## src/rtl/head_rewrite_arbiter.sv

```systemverilog
// ============================================================================
// head_rewrite_arbiter
//   Packet-locked round-robin arbiter with optional head-flit hop rewrite.
//   Optional feature macro: HEAD_HOP_COUNT_EN (saturating hop increment).
//   Rev 1.0
// ============================================================================
`default_nettype none

module head_rewrite_arbiter #(
    parameter int DATA_WIDTH = 32,
    parameter int TYPE_WIDTH = 2,
    parameter int NUM_PORTS  = 4,
    parameter int HOP_WIDTH  = 4
) (
    input  logic                            clk,
    input  logic                            rst,
    input  logic [NUM_PORTS*DATA_WIDTH-1:0] in_data,
    input  logic [NUM_PORTS-1:0]            in_valid,
    output logic [NUM_PORTS-1:0]            in_ready,
    output logic [DATA_WIDTH-1:0]           out_data,
    output logic                            out_valid,
    input  logic                            out_ready,
    output logic [NUM_PORTS-1:0]            grant,
    output logic                            proto_err
);

    localparam int                    c_PW   = (NUM_PORTS > 1) ? $clog2(NUM_PORTS) : 1;
    localparam logic [TYPE_WIDTH-1:0] c_HEAD = TYPE_WIDTH'(1);
    localparam logic [TYPE_WIDTH-1:0] c_TAIL = TYPE_WIDTH'(3);
    localparam logic [TYPE_WIDTH-1:0] c_BODY = TYPE_WIDTH'(2);

    typedef enum logic [0:0] {
        S_IDLE   = 1'b0,
        S_LOCKED = 1'b1
    } state_t;

    state_t                  r_state, w_state_nxt;
    logic [c_PW-1:0]         r_owner, w_owner_nxt;
    logic [c_PW-1:0]         r_rr_ptr, w_rr_nxt;
    logic [NUM_PORTS-1:0]    r_grant, w_grant_nxt;
    logic [DATA_WIDTH-1:0]   r_out_data;
    logic                    r_out_valid;
    logic                    r_proto_err;

    logic [DATA_WIDTH-1:0]   w_flit [NUM_PORTS];
    logic [NUM_PORTS-1:0]    w_is_head;
    logic [NUM_PORTS-1:0]    w_elig;
    logic                    w_can_load;
    logic                    w_found;
    logic [c_PW-1:0]         w_win;
    logic [c_PW-1:0]         w_sel;
    logic [DATA_WIDTH-1:0]   w_sel_flit;
    logic [TYPE_WIDTH-1:0]   w_sel_type;
    logic [DATA_WIDTH-1:0]   w_out_nxt;
    logic [NUM_PORTS-1:0]    w_in_ready;
    logic                    w_load;
    logic                    w_set_err;

    generate
        for (genvar k = 0; k < NUM_PORTS; k++) begin : g_port
            assign w_flit[k]    = in_data[k*DATA_WIDTH +: DATA_WIDTH];
            assign w_is_head[k] = (w_flit[k][DATA_WIDTH-1 -: TYPE_WIDTH] == c_HEAD);
        end
    endgenerate

    assign w_elig     = in_valid & w_is_head;
    assign w_can_load = !r_out_valid || out_ready;

    // First eligible head at or above the round-robin pointer, with wrap.
    always_comb begin
        w_found = 1'b0;
        w_win   = '0;
        for (int i = 0; i < NUM_PORTS; i++) begin
            if (!w_found && w_elig[c_PW'((int'(r_rr_ptr) + i) % NUM_PORTS)]) begin
                w_found = 1'b1;
                w_win   = c_PW'((int'(r_rr_ptr) + i) % NUM_PORTS);
            end
        end
    end

    assign w_sel_flit = w_flit[w_sel];
    assign w_sel_type = w_sel_flit[DATA_WIDTH-1 -: TYPE_WIDTH];

    always_comb begin
        w_state_nxt = r_state;
        w_owner_nxt = r_owner;
        w_grant_nxt = r_grant;
        w_rr_nxt    = r_rr_ptr;
        w_in_ready  = '0;
        w_load      = 1'b0;
        w_sel       = r_owner;
        w_set_err   = 1'b0;
        case (r_state)
            S_IDLE: begin
                w_sel     = w_win;
                w_set_err = |(in_valid & ~w_is_head);
                if (w_found && w_can_load) begin
                    w_in_ready[w_win] = 1'b1;
                    w_load            = 1'b1;
                    w_state_nxt       = S_LOCKED;
                    w_owner_nxt       = w_win;
                    w_grant_nxt       = '0;
                    w_grant_nxt[w_win] = 1'b1;
                    w_rr_nxt          = c_PW'((int'(w_win) + 1) % NUM_PORTS);
                end
            end
            S_LOCKED: begin
                w_in_ready[r_owner] = w_can_load;
                if (in_valid[r_owner] && w_can_load) begin
                    w_load = 1'b1;
                    if (w_sel_type == c_TAIL) begin
                        w_state_nxt = S_IDLE;
                        w_grant_nxt = '0;
                    end else if (w_sel_type != c_BODY) begin
                        w_set_err = 1'b1;
                    end
                end
            end
            default: w_state_nxt = S_IDLE;
        endcase
    end

`ifdef HEAD_HOP_COUNT_EN
    // Only the arbitration-winning head is rewritten; stray heads inside a packet pass as-is.
    always_comb begin
        w_out_nxt = w_sel_flit;
        if (r_state == S_IDLE && w_sel_type == c_HEAD && w_sel_flit[HOP_WIDTH-1:0] != '1) begin
            w_out_nxt[HOP_WIDTH-1:0] = w_sel_flit[HOP_WIDTH-1:0] + 1'b1;
        end
    end
`else
    assign w_out_nxt = w_sel_flit;
`endif

    always_ff @(posedge clk or negedge rst) begin
        if (!rst) begin
            r_state     <= S_IDLE;
            r_owner     <= '0;
            r_rr_ptr    <= '0;
            r_grant     <= '0;
            r_out_data  <= '0;
            r_out_valid <= 1'b0;
            r_proto_err <= 1'b0;
        end else begin
            r_state  <= w_state_nxt;
            r_owner  <= w_owner_nxt;
            r_rr_ptr <= w_rr_nxt;
            r_grant  <= w_grant_nxt;
            if (w_load) begin
                r_out_data  <= w_out_nxt;
                r_out_valid <= 1'b1;
            end else if (out_ready) begin
                r_out_valid <= 1'b0;
            end
            if (w_set_err) begin
                r_proto_err <= 1'b1;
            end
        end
    end

    assign in_ready  = w_in_ready;
    assign out_data  = r_out_data;
    assign out_valid = r_out_valid;
    assign grant     = r_grant;
    assign proto_err = r_proto_err;

endmodule

`default_nettype wire

```

## config.mk

```make
export PLATFORM = sky130hd
export DESIGN_NAME = head_rewrite_arbiter
export DESIGN_NICKNAME = d
export VERILOG_FILES = /design/src/rtl/head_rewrite_arbiter.sv
export SDC_FILE = /design/constraint.sdc
export NUM_CORES = 1
export LEC_CHECK = 0
export CORE_MARGIN = 2
export CORE_UTILIZATION = 39
export CTS_BUF_LIST = sky130_fd_sc_hd__clkbuf_2
export DETAILED_ROUTE_END_ITERATION = 16
export PLACE_DENSITY = 0.82
export SLEW_MARGIN = 40
export SYNTH_ARGS = -nofsm -noshare
export SYNTH_HDL_FRONTEND = slang
export SYNTH_SLANG_ARGS = --single-unit
```

## constraint.sdc

```tcl
create_clock -name clk -period 2.8 [get_ports clk]
set_input_delay 0.56 -clock clk [delete_from_list [all_inputs] [get_ports clk]]
set_output_delay 0.56 -clock clk [all_outputs]
set_load 0.05 [all_outputs]
```

; Yosys cells after proc, flatten, opt, wreduce, memory -nomap -nowiden
; Index checks and enable logic that the tools add are counted.
[classes]
n_addsub = 4
multipliers = 0
div = 0
n_lt_le_gt_ge = 9
eq_ne = 9
shift = 0
mux = 48
bitwise = 6
n_reduce_logical = 16
[op_table]
columns = op, count
row1 = $bmux 32 s2, 1
row2 = $mux 32, 2
row3 = $mux 1, 24
row4 = $lt 2x4->1 const B, 4
row5 = $mux 4, 4
row6 = $pmux 4 s2, 2
row7 = $and 4x4->4, 3
row8 = $bmux 1 s2, 5
row9 = $mux 2, 5
row10 = $eq 2x1->1 const B, 4
row11 = $logic_and 1x1->1, 7
row12 = $lt 2x3->1 const B, 2
row13 = $pmux 1 s2, 3
row14 = $add 2x1->2 const B, 2
row15 = $add 2x2->2 const B, 2
row16 = $demux 1 s2, 2
row17 = $ge 2x1->1 const B, 2
row18 = $logic_not 1->1, 4
row19 = $ne 2x1->1 const B, 2
row20 = $ne 2x2->1 const B, 2
row21 = $not 4->4, 1
row22 = $reduce_or 4->1, 1
row23 = $ge 3x3->1 const B, 1
row24 = $not 2->3, 1
row25 = 6 further kinds, 6
[totals]
regBits = 43
latchBits = 0
mem_bits_rw = 0
romBits = 0
in_bits = 135
out_inout_bits = 42
elab_cells = 99
n_memories = 0

; Depth between registers and ports, before layout
[depth]
word_depth = 25
mapped_depth = 10
depth_no_buf = 8

; Least setup slack after synthesis
; Ideal clock, no wire load.
[synth_timing]
path_kind = reg-to-output
startpoint = register r_state
endpoint = output in_ready[0]
arrival_time_ns = 2.107
t_required_ns = 2.240
setup_slack_ns = 0.133
path_stages_with_launch = 5
n_path_buf = 2
cell_sequence = dfrtp_1 > clkbuf_1 > clkbuf_1 > nand2_1 > o31ai_1
[synth_via]
elab_chain_len = 2
[synth_lines]
columns = item, line_no
row1 = start: declaration, 37  ; state_t r_state, w_state_nxt;
row2 = start signal: assignment, 145  ; r_state <= w_state_nxt;
row3 = $not 1->1 (no source line), -
row4 = $pmux 4 s2 (*), 93  ; case (r_state)
row5 = end: declaration, 19  ; output logic [NUM_PORTS-1:0] in_ready,
; Mark *: on every way between the ends. The rest lies on a longest branch, timed or not.

; Final worst setup path
[layout_timing]
startpoint = input in_data[63]
endpoint = output in_ready[0]
[layout_via]
elab_chain_len = 21
elab_cells_between_ends = 36
classes_between = order compare: 2 / eq/ne: 1 / mux: 24 / bitwise: 1 / reduce/logical: 8
[layout_lines]
columns = item, line_no
row1 = start: declaration, 17  ; input logic [NUM_PORTS*DATA_WIDTH-1:0] in_data,
row2 = $eq 2x1->1 (*), 62  ; assign w_is_head[k] = (w_flit[k][DATA_WIDTH-1 -: TYPE_WIDTH] == c_HEAD);
row3 = $and 4x4->4 (*), 66  ; assign w_elig = in_valid & w_is_head;
row4 = $bmux 1 s2, 74  ; if (!w_found && w_elig[c_PW'((int'(r_rr_ptr) + i) % NUM_PORTS)]) begin
row5 = $mux 1 (not written as such) (2 in a row), 74
row6 = $mux 1, 74
row7 = $logic_not 1->1, 74
row8 = $logic_and 1x1->1, 74
row9 = $mux 1, 74
row10 = [4 not listed], -
row11 = $logic_and 1x1->1, 74
row12 = $mux 2, 74
row13 = $lt 2x3->1 (not written as such) / $ge 2x1->1 (equally long branches), 98  ; w_in_ready[w_win] = 1'b1;
row14 = $logic_and 1x1->1 (not written as such), 98
row15 = $mux 1 (not written as such), 98
row16 = $demux 1 s2, 98
row17 = $mux 4 (*), 97  ; if (w_found && w_can_load) begin
row18 = $pmux 4 s2 (*), 93
; Mark *: on every way between the ends. The rest lies on a longest branch, timed or not. The select of a mux whose other input is x is not followed.

==> impl_table.tex <==
\begin{tabular}{lr}
\hline
Metric & Value \\
\hline
\multicolumn{2}{l}{\textbf{Power and ir drop}} \\
Cell Int Power & 2710 uW \\
Part of the power in the clock network & 4.3\% \\
Leakage component of the power & 0.00233 uW \\
Flop pwr share & 21.2\% \\
Proportion of total power due to net switching & 50.9\% \\
Portion of total power attributed to combinational logic & 74.5\% \\
Net switching power figure & 2810 uW \\
Worst vdd ir & 0.000453 V \\
Total power density per cell area & 1040 nW/um\^{}2 \\
\multicolumn{2}{l}{\textbf{Drt}} \\
Via count & 3,499 \\
Final ANT Viol Nets & 0 \\
Total routed wirelength & 10.3 mm \\
Average vias per placed instance & 5.52 \\
WL per Instance & 16.3 um \\
Remaining routing DRC violations & 0 \\
1st-iter DRT viols & 121 \\
First-pass iteration count of the detailed router & 5 \\
\multicolumn{2}{l}{\textbf{Finish}} \\
Commonest cells after routing, fill and taps aside & 159 x sky130\_fd\_sc\_hd\_\_clkdlybuf4s50\_1, 73 x sky130\_fd\_sc\_hd\_\_nand2\_1, 41 x sky130\_fd\_sc\_hd\_\_dfrtp\_1, 34 x sky130\_fd\_sc\_hd\_\_buf\_4 \\
Fin nets & 675 \\
Post-route design area & 5290 sq um \\
Layout cells sized above 1 & 15.7\% \\
Most common cell after layout, fill and taps aside & sky130\_fd\_sc\_hd\_\_clkdlybuf4s50\_1 \\
Number of diodes & 0 \\
Final cell count without fillers & 634 \\
Final Core Density & 72.5\% \\
Fill count & 538 \\
Synthesis-to-layout area growth & 79.9\% \\
\multicolumn{2}{l}{\textbf{Floorplanning}} \\
Die Span X & 90.8 um \\
Io pins & 177 \\
Area enclosed by the die boundary & 8250 sq um \\
Initial Utilization & 40.3\% \\
Total number of placement rows & 31 \\
Placeable Area & 7290 sq um \\
Die boundary height & 90.8 um \\
\multicolumn{2}{l}{\textbf{Clock tree}} \\
Clock Pin Slew Worst Setup and Hold Paths & 0.19 ns \\
CTS H-tree depth & 2 \\
Count of hold-fix buffers inserted at cts & 0 \\
CTS root buf & sky130\_fd\_sc\_hd\_\_clkbuf\_2 \\
Buffers from clock root to sink, at most & 2 \\
Worst-Skew Late Latency & 0.38 ns \\
Clock buffer count from CTS & 5 \\
Clock tree from TritonCTS & built \\
CTS Sinks & 43 \\
\multicolumn{2}{l}{\textbf{Worst setup path}} \\
Crit path capture type & output port \\
RR Startpoint & r\_rr\_ptr[1]\$\_DFFE\_PN0P\_ \\
Kind of cell adding the most delay to the critical path & buffers and inverters \\
Reg2reg path depth & 10 \\
Terminus of the critical flop-to-flop path & grant[2]\$\_DFFE\_PN0P\_ \\
Crit Path Class & in -> out \\
Data arrival time of the worst path & 2.25 ns \\
Worst reg2reg setup slack & 0.16 ns \\
Required time at the endpoint of the critical path & 2.24 ns \\
List of cells traversed by the critical path & dlygate4sd2\_1 -> nand3b\_1 -> buf\_4 -> inv\_1 -> o31a\_1 -> nor2b\_2 -> nand2\_2 -> o31ai\_2 -> clkbuf\_16 \\
Crit Path Max Fanout & 5 \\
Longest individual stage delay on the worst path & 0.35 ns \\
Worst path buffer plus inverter count & 4 \\
Worst path slowest cell & sky130\_fd\_sc\_hd\_\_nor2b\_2 \\
Startpoint types & primary input \\
\multicolumn{2}{l}{\textbf{Synthesis}} \\
Dominant register cell in the synthesized netlist & sky130\_fd\_sc\_hd\_\_dfrtp\_1 \\
Synth area leader & sky130\_fd\_sc\_hd\_\_dfrtp\_1 \\
Mapped Area & 2940 sq um \\
Cell count after synthesis & 341 \\
Async set-reset flop share out of synthesis & 100\% \\
Mean instance size in the synthesized netlist & 8.62 sq um \\
Warning count from the yosys run & 0 \\
Main area contributors after synthesis & sky130\_fd\_sc\_hd\_\_dfrtp\_1 37\%, sky130\_fd\_sc\_hd\_\_nand2\_1 9.8\%, sky130\_fd\_sc\_hd\_\_a311oi\_1 8.9\% \\
Register bit count reported by yosys & 43 \\
Number of different library cells in the post-synthesis netlist & 38 \\
Fraction of post-synthesis cell area in the top cell type by area & 36.6\% \\
Syn\_nets & 480 \\
Fraction of the yosys area taken by sequential cells & 36.6\% \\
Number of enable flip-flop cells after synthesis & 0 \\
\multicolumn{2}{l}{\textbf{Global route}} \\
Vias in the first global route & 3,366 \\
Antenna violations before repair & 0 \\
Global routing met3 resource utilization & 5.01\% \\
Most Used Layer, Global Route & met2 \\
Total global-route track usage & 23.8\% \\
First-pass GRT wire length & 16.2 mm \\
Fraction of met2 tracks used by global routing & 42.9\% \\
Pin count of the biggest net entering global routing & 44 \\
Met1 demand-to-capacity share in global routing & 28.5\% \\
Total gr overflow & 0 \\
\multicolumn{2}{l}{\textbf{Timing}} \\
Actual slew at the worst max-slew pin & 0.578 ns \\
Final-layout setup total negative slack & -0.0149 ns \\
Max transition margin & 61.4\% \\
Final period utilization & 101\% \\
Count of pins over their slew limit & 0 \\
Finish-stage setup viols & 1 \\
Clock skew & 0.0125 ns \\
Hold Vio Cnt, Final & 0 \\
Maximum clock frequency & 0.355 GHz \\
RSZ-0062 raised after global routing & true \\
Final worst-path setup slack & -0.0149 ns \\
Minimum clock period & 2.81 ns \\
\multicolumn{2}{l}{\textbf{Run}} \\
Count of maximum capacitance violations & 0 \\
\multicolumn{2}{l}{\textbf{Outcome}} \\
Status & finished with violations \\
Violations in the final reports & setup timing \\
\multicolumn{2}{l}{\textbf{Place}} \\
Weighted congestion at the end of routability-driven global placement & 0.892 \\
Dpl cells & 618 \\
Detailed placement HPWL & 7.68 mm \\
Placed inst area & 5080 sq um \\
Number of buffer cells added on primary ports & 176 \\
\multicolumn{2}{l}{\textbf{Worst hold path}} \\
Hold Path Class & in -> async \\
\hline
\end{tabular}
==> area by class of cell <==
class	count	area (sq um)	share of cell area (%)
Clock buffer	6	30.0	0.568
Inverter	8	30.0	0.568
Multi-Input combinational cell	261	1840	34.8
Sequential cell	43	1080	20.4
Tap cell	99	124	2.34
Timing Repair Buffer	217	2180	41.3
==> state kept, by name, indices dropped and copies added, names as in the netlist <==
| signal | flops |
|---|---|
| r_owner | 2 |
| out_data | 32 |
| r_state | 1 |
| r_rr_ptr | 2 |
| grant | 4 |
| proto_err | 1 |
| out_valid | 1 |
==> kinds of logic after synthesis <==
logic type | share of synthesized area (%)
buf+inv | 4.94
simple gates | 21.1
compound gates | 31.7
fa+ha+maj | 1.70
flops | 36.6
mux | 4.00
==> layer usage <==
layer / part of all wire, % / routed length, um
met1: 39 / 4030
met2: 53 / 5480
met3: 6.3 / 651
met4: 1.6 / 160
met5: 0 / 0
==> power groups by stage <==
stage          clock network [uW]  logic, uW  registers [uW]
2_1_floorplan                   0       1630            2010
3_3_place_gp                    0       3940            1150
3_5_place_dp                    0       4010            1170
4_1_cts                       246       4080            1160
5_1_grt                       274       4360            1210
6_report                      236       4110            1170
==> timing repair <==
item / CTS / global route
hold endpoints to repair: 0 / 0
resized for setup: 24 / 21
setup buffers: 8 / 2
pin swaps: 7 / 3
endpoints found under the setup margin: 4 / 4
==> worst max-delay path by stage <==
| stage | startpoint | end | slack, ns | cells past startpoint |
|---|---|---|---|---|
| floorplan | r_state$_DFF_PN0_ | in_ready[0] | 0.13 | 4 |
| global placement | in_data[31] | in_ready[2] | -0.23 | 9 |
| detailed placement | in_data[31] | in_ready[2] | -0.27 | 9 |
| CTS | r_rr_ptr[1]$_DFFE_PN0P_ | in_ready[1] | 0.01 | 8 |
| global route | r_rr_ptr[1]$_DFFE_PN0P_ | in_ready[2] | -0.07 | 8 |
| finish | in_data[63] | in_ready[0] | -0.01 | 9 |
==> synth_stat cells, types with 5 or more instances <==
library cell / count
sky130_fd_sc_hd__clkbuf_1: 24
sky130_fd_sc_hd__and2_1: 30
sky130_fd_sc_hd__o21ai_0: 10
sky130_fd_sc_hd__dfrtp_1: 43
sky130_fd_sc_hd__nand2_1: 77
sky130_fd_sc_hd__a21o_1: 30
sky130_fd_sc_hd__a311oi_1: 30
sky130_fd_sc_hd__mux2i_1: 5
sky130_fd_sc_hd__a211oi_1: 31
sky130_fd_sc_hd__buf_2: 5
sky130_fd_sc_hd__inv_1: 8
==> worst reg2reg max path, cell delays in order, from the launching register on <==
cell and delay (ns):
sky130_fd_sc_hd__dfrtp_2 0.45, sky130_fd_sc_hd__and4b_2 0.29, sky130_fd_sc_hd__a211oi_2 0.07, sky130_fd_sc_hd__o22a_1 0.25, sky130_fd_sc_hd__buf_6 0.14, sky130_fd_sc_hd__buf_4 0.12
sky130_fd_sc_hd__buf_4 0.13, sky130_fd_sc_hd__mux2i_4 0.23, sky130_fd_sc_hd__mux2_2 0.40, sky130_fd_sc_hd__nor2_2 0.27, sky130_fd_sc_hd__o211ai_1 0.17
==> through the flow <==
step | hold slack [ns] | worst slack (ns) | total power (uW)
CTS | 0.130 | 0.0104 | 5490
detailed placement | 0.459 | -0.267 | 5170
finish | 0.115 | -0.0149 | 5520
global placement | 0.455 | -0.226 | 5090
floorplan | 0.264 | 0.133 | 3640
global route | 0.129 | -0.0739 | 5850
Note: power is estimated with default switching activity, not from simulation.
